## config.mk

```make
export PLATFORM = sky130hd
export DESIGN_NAME = wb_arbiter
export DESIGN_NICKNAME = d
export VERILOG_FILES = /design/src/rtl/wb_pkg.sv /design/src/rtl/rr_arb2.sv /design/src/rtl/wb_arbiter.sv
export SDC_FILE = /design/constraint.sdc
export NUM_CORES = 1
export LEC_CHECK = 0
export BUFFER_PORTS_ARGS = -buffer_cell sky130_fd_sc_hd__buf_2
export CAP_MARGIN = 10
export CORE_MARGIN = 2
export CORE_UTILIZATION = 40
export CTS_CLUSTER_DIAMETER = 150
export DETAILED_ROUTE_END_ITERATION = 8
export PLACE_DENSITY = 0.68
export SLEW_MARGIN = 10
export SYNTH_ARGS = -nofsm -noshare
export SYNTH_HDL_FRONTEND = slang
export SYNTH_SLANG_ARGS = --single-unit
```

## constraint.sdc

```tcl
create_clock -name clk -period 1.9 [get_ports clk]
set_input_delay 0.285 -clock clk [delete_from_list [all_inputs] [get_ports clk]]
set_output_delay 0.285 -clock clk [all_outputs]
set_load 0.1 [all_outputs]
```

## src/rtl/wb_pkg.sv

```systemverilog
`timescale 1ns/1ps
// Shared defaults and types for the writeback arbiter slice.
// Latency: n/a (declarations only).
// Backpressure: n/a.
package wb_pkg;
    localparam int DATA_W_DEF = 32;
    localparam int ADDR_W_DEF = 5;
    // Register 0 is hard-wired zero in the register file; writes to it are dropped.
    localparam int ZERO_REG   = 0;

    typedef enum logic {
        REQ_A = 1'b0,
        REQ_B = 1'b1
    } req_id_t;
endpackage

```

## src/rtl/rr_arb2.sv

```systemverilog
`timescale 1ns/1ps
// Two-way round-robin arbiter with its last-grant pointer flop.
// Latency: ready is combinational from valid/freeze; pointer updates at the transfer edge.
// Backpressure: freeze or rst forces both readies low; a tied loser waits one cycle.
module rr_arb2
    import wb_pkg::*;
(
    input  logic    clk,
    input  logic    rst,
    input  logic    freeze,
    input  logic    a_valid,
    input  logic    b_valid,
    output logic    a_ready,
    output logic    b_ready,
    output logic    grant_vld,
    output req_id_t grant_id
);

    req_id_t last_q;
    logic    pick_a;
    logic    pick_b;

    // Select a winner: A wins alone or on a tie when B was served last.
    always_comb begin
        pick_a    = a_valid && (!b_valid || (last_q == REQ_B));
        pick_b    = b_valid && !pick_a;
        a_ready   = !rst && !freeze && pick_a;
        b_ready   = !rst && !freeze && pick_b;
        grant_vld = a_ready || b_ready;
        grant_id  = b_ready ? REQ_B : REQ_A;
    end

    // Pointer moves only on a completed transfer; reset favours A for the first tie.
    always_ff @(posedge clk or posedge rst) begin
        if (rst) begin
            last_q <= REQ_B;
        end else if (grant_vld) begin
            last_q <= grant_id;
        end
    end

endmodule

```

## src/rtl/wb_arbiter.sv

```systemverilog
`timescale 1ns/1ps
// Writeback arbiter: merges ALU and load writebacks into one register-file write port.
// Latency: 1 cycle from transfer to regWrite/writeReg/writeData; optional bypass is combinational.
// Backpressure: one requester served per cycle, none while freeze; WB_BYPASS_EN adds forwarding.
module wb_arbiter
    import wb_pkg::*;
#(
    parameter int DATA_W = DATA_W_DEF,
    parameter int ADDR_W = ADDR_W_DEF
) (
    input  logic              clk,
    input  logic              rst,
    input  logic              freeze,
    input  logic              a_valid,
    output logic              a_ready,
    input  logic [ADDR_W-1:0] a_reg,
    input  logic [DATA_W-1:0] a_data,
    input  logic              b_valid,
    output logic              b_ready,
    input  logic [ADDR_W-1:0] b_reg,
    input  logic [DATA_W-1:0] b_data,
    output logic              regWrite,
    output logic [ADDR_W-1:0] writeReg,
    output logic [DATA_W-1:0] writeData
`ifdef WB_BYPASS_EN
    ,
    input  logic [ADDR_W-1:0] rs,
    input  logic [ADDR_W-1:0] rt,
    output logic              fwd_hit_1,
    output logic [DATA_W-1:0] fwd_data_1,
    output logic              fwd_hit_2,
    output logic [DATA_W-1:0] fwd_data_2
`endif
);

    logic              grant_vld;
    req_id_t           grant_id;
    logic [ADDR_W-1:0] sel_reg;
    logic [DATA_W-1:0] sel_data;
    logic              sel_live;

    rr_arb2 u_arb (
        .clk       (clk),
        .rst       (rst),
        .freeze    (freeze),
        .a_valid   (a_valid),
        .b_valid   (b_valid),
        .a_ready   (a_ready),
        .b_ready   (b_ready),
        .grant_vld (grant_vld),
        .grant_id  (grant_id)
    );

    // Steer the granted requester's index/data; zero-index transfers are accepted but dropped.
    always_comb begin
        sel_reg  = (grant_id == REQ_B) ? b_reg  : a_reg;
        sel_data = (grant_id == REQ_B) ? b_data : a_data;
        sel_live = grant_vld && (sel_reg != ADDR_W'(ZERO_REG));
    end

    // Output register: write enable pulses per transfer; index/data hold between writes.
    always_ff @(posedge clk or posedge rst) begin
        if (rst) begin
            regWrite  <= 1'b0;
            writeReg  <= '0;
            writeData <= '0;
        end else begin
            regWrite <= sel_live;
            if (sel_live) begin
                writeReg  <= sel_reg;
                writeData <= sel_data;
            end
        end
    end

`ifdef WB_BYPASS_EN
    // Forward the in-flight write to each read port whose index matches a live, nonzero target.
    always_comb begin
        fwd_hit_1  = regWrite && (writeReg == rs) && (rs != ADDR_W'(ZERO_REG));
        fwd_hit_2  = regWrite && (writeReg == rt) && (rt != ADDR_W'(ZERO_REG));
        fwd_data_1 = fwd_hit_1 ? writeData : '0;
        fwd_data_2 = fwd_hit_2 ? writeData : '0;
    end
`endif

endmodule
```

# Yosys cells after proc, flatten, opt, wreduce, memory -nomap -nowiden
# Index checks and enable logic that the tools add are counted.
# totals
word_cells,20
output_inout_bits,40
register_bits,39
# classes
muxes,3
n_reduce_logical,13
# op_table
cell,n
$mux 32,1
$logic_and 1x1->1,6
$mux 5,1
$reduce_bool 5->1,1
$logic_not 1->1,4
$logic_or 1x1->1,2
$mux 1,1

# Longest topological paths before layout
# depth
word_depth,10
depth_mapped,6

# By module
# Synthesis repeated with hierarchy kept, for this count alone.
# hier_totals
hier_cells,137
hier_area_um2,2124.5
# modules_own_cells
module,area_each_um2,instances,seq_area_each_um2,cells_each
wb_arbiter,2035.7,1,950.9,126
rr_arb2,88.8,1,26.3,11

# Least setup slack after synthesis
# OpenSTA, ideal clock, no wires.
# synth_path
path_kind,reg-to-output
startpoint,reg u_arb.last_q
endpoint,out a_ready
arrival_time_ps,1468
path_stages_with_launch,3
path_buffers,0
setup_slack_ps,147
cell_sequence,dfstp_2 or2b_2 and3_1
# synth_between
elab_chain_cells,3
# synth_rtl
item,line_no,text
start: declaration,rr_arb2.sv:19,req_id_t last_q;
start signal: assignment,rr_arb2.sv:38,last_q <= grant_id;
$logic_or 1x1->1,rr_arb2.sv:25,pick_a = a_valid && (!b_valid || (last_q == REQ_B));
$logic_and 1x1->1,rr_arb2.sv:25,
$logic_and 1x1->1,rr_arb2.sv:27,a_ready = !rst && !freeze && pick_a;
end: declaration,wb_arbiter.sv:15,"output logic a_ready,"
# No other way between the ends.

# Worst setup path after layout
# layout_path
startpoint,reg u_arb.last_q
endpoint,out b_ready
# layout_between
elab_chain_cells,5
# layout_rtl
item,line_no,text
$logic_or 1x1->1,rr_arb2.sv:25,
$logic_and 1x1->1,rr_arb2.sv:25,
$logic_not 1->1,rr_arb2.sv:26,pick_b = b_valid && !pick_a;
$logic_and 1x1->1,rr_arb2.sv:26,
$logic_and 1x1->1,rr_arb2.sv:28,b_ready = !rst && !freeze && pick_b;
end: declaration,wb_arbiter.sv:19,"output logic b_ready,"
# No other way between the ends.

==> metrics.csv <==
metric;value;unit
maximum VDD drop;0.504;mV
sequential power share;29.6;%
syn_area_per_cell;10.9;um^2
vias post-DR;2082;
RSZ-0062 raised after global routing;false;
Synthesized Nets;299;
slowest stage cell, crit path;dfstp_2;
Ys Warns;0;
Max-cap violations;0;
most frequent cells in the layout;116 x buf_2, 38 x inv_1, 38 x dfrtp_1;
Final Cycle Share;95.6;%
first-pass GRT wire length;9.27;mm
DP Area;3150;um^2
gp weighted congestion;0.841;
WL per Instance;14.0;um
Slew Limit Headroom;66.7;%
CP Cell Sequence;nand2_1 -> nand3_2 -> clkinv_2 -> buf_4 -> buf_12;
CTS tree;yes;
Root Buffer;clkbuf_8;
Multi-input gate area;1150;um^2
Via density;4.97;
Hold Crit Class;primary input to flop;
most common cell after layout, fill and taps aside;buf_2;
final WL;5.85;mm
gr ovfl total;0;
Inserted Diodes;0;
part of the power in combinational logic;51.7;%
Net Switching;1980;uW
switch share;52.1;%
Crit Path Category;flop to output port;
clock buffer depth;2;
final setup TNS;0;ns
Cells after Synth;220;
H-tree depth;2;
Synth area leaders;dfrtp_1 40%, a221oi_2 19%, mux2i_1 14%;
worst hold start;a_valid;
Clk Latency, worst-skew pair;0.29;ns
# nets final;422;
Die Height;81.4;um
share of cells above drive strength 1;51.2;%
largest net degree at the start of global routing;34;
Startpoint Class;flop;
Final ANT Viol Nets;0;
Final min period;1.82;ns
clock buffer count from CTS;5;
synthesis-to-finish area growth;37.3;%
largest area contributor in the netlist;dfrtp_1;
drt pass-1 iters;4;
vias in the first global route;2010;
clk_skew;0.00463;ns
Final Slew Violations;0;
final hold viol count;0;
hpwl dp;4.37;mm
worst slew pin tran;0.502;ns
critical path required time;1.62;ns
core area;5850;um^2
Int Pwr;1820;uW
Yosys reg bits;39;
Initial Util;40.9;%
Setup crit end kind;output port;
Post-Syn Area;2390;um^2
die width;81.4;um
setup violators final;0;
Worst-path clk slew;0.08;ns
FP Rows;28;
Power per Cell Area;1160;nW/um^2
DRT iter0 DRCs;69;
crit path from;u_arb.last_q;
antenna violations before repair;0;
worst-path maximum fanout;7;
Fmax;0.550;GHz
I/O pin cnt;119;
share of the yosys chip area belonging to registers;40.8;%
Overall Global Routing Usage;18.1;%
status;complete, no violations;
flip-flop and latch area;977;um^2
Critical Path AT;1.53;ns
CTS sink cnt;39;
Distinct cells, synth;30;
post-synth top area share;39.7;%
Fill cells;515;
RR Startpoint;u_arb.last_q;
static leakage;0.00159;uW
IO buf count;118;
full die area;6620;um^2
Final Instance Area;3290;um^2
# DRC;0;
largest stage delay on the critical path;0.56;ns
Clk network pwr share;18.7;%
[final cells by class]
type                            instances  share of cell area [%]
Sequential cell                        39                    29.7
Clock inverter                          3                    1.45
Multi-Input combinational cell        128                    35.0
Inverter                               39                    4.49
Timing Repair Buffer                  130                    24.4
Tap cell                               75                    2.85
Clock buffer                            5                    2.09
[path summary, 6_finish.rpt]
check	to	slack (ns)	cells after the start
worst min-delay path	u_arb.last_q	0.24	2
max in group asynchronous	writeData[10]	0.87	4
worst max register to register	writeReg[0]	0.33	6
worst min register to register	writeReg[0]	0.52	1
min in group asynchronous	writeData[2]	0.52	3
worst max-delay path	b_ready	0.08	5
[cells in the mapped netlist (all sizes together)]
library cell   n
a211oi         6
a211o          1
o2111ai        3
nor4           1
a31oi          1
mux2i         33
a21o           1
o211ai         1
o21ai          3
a21oi          2
buf           12
a221oi        32
nor2          37
or2b           1
clkbuf         2
and3           2
dfrtp         38
or4            1
dfstp          1
nand2          1
clkinv         1
and2b          1
nand3          1
inv           38
[routing by layer]
layer / part of all wire, % / track usage [%] / vias to the layer above / wire (um)
met1: 42 / 23.0 / 969 / 2490
li1: - / - / 1040 / -
met3: 6.0 / 3.33 / 4 / 352
met2: 50 / 31.0 / 69 / 2950
met5: 0 / 0 / - / 0
met4: 1.2 / 5.93 / 0 / 68
[sequential cells by signal (all words and copies together) (netlist names)]
name,count
regWrite,1
u_arb.last_q,1
writeData,32
writeReg,5
[stage by stage]
stage	utilization, %	setup slack [ns]	power (uW)	hold slack, ns	cells
2_1_floorplan	-	0.147	2730	0.348	220
3_3_place_gp	53.8	0.0995	3080	0.288	409
3_5_place_dp	53.8	0.0832	3110	0.301	409
4_1_cts	56.0	0.00637	3830	0.230	418
5_1_grt	56.2	0.00773	3970	0.251	419
6_report	56.2	0.0833	3800	0.244	419
[cells by family (layout without fill, tap and decap cells)]
| kind of cell | Yosys count | count (layout) | synth area share, % |
|---|---|---|---|
| buffers and inverters | 53 | 177 | 11.2 |
| AND/OR/NAND/NOR | 45 | 45 | 8.62 |
| AO/OA/AOI/OAI | 50 | 50 | 25.5 |
| flip-flops | 39 | 39 | 40.8 |
| multiplexers | 33 | 33 | 13.8 |
[power groups by stage]
stage,clock (uW),sequential [uW],combinational [uW]
final,711,1130,1960
after global routing,780,1150,2040
after CTS,739,1130,1960
after detailed placement,0,1150,1960
after global placement,0,1140,1940
after floorplan,0,2320,417
[critical path: cells and delay by family, from the launching register on]
kind,cells,cell delay (ns)
buffers and inverters,3,0.46
flip-flops,1,0.56
AND/OR/NAND/NOR,2,0.21
[what timing repair did]
| item | CTS | global route |
|---|---|---|
| pin swaps | 0 | 0 |
| hold endpoints to repair | 5 | 0 |
| gates resized for setup | 1 | 1 |
| hold buffers | 1 | 0 |
| endpoints found under the setup margin | 1 | 2 |
| cloned | 0 | 0 |
| buffers inserted | 0 | 1 |
Note: power is estimated with default switching activity, not from simulation.
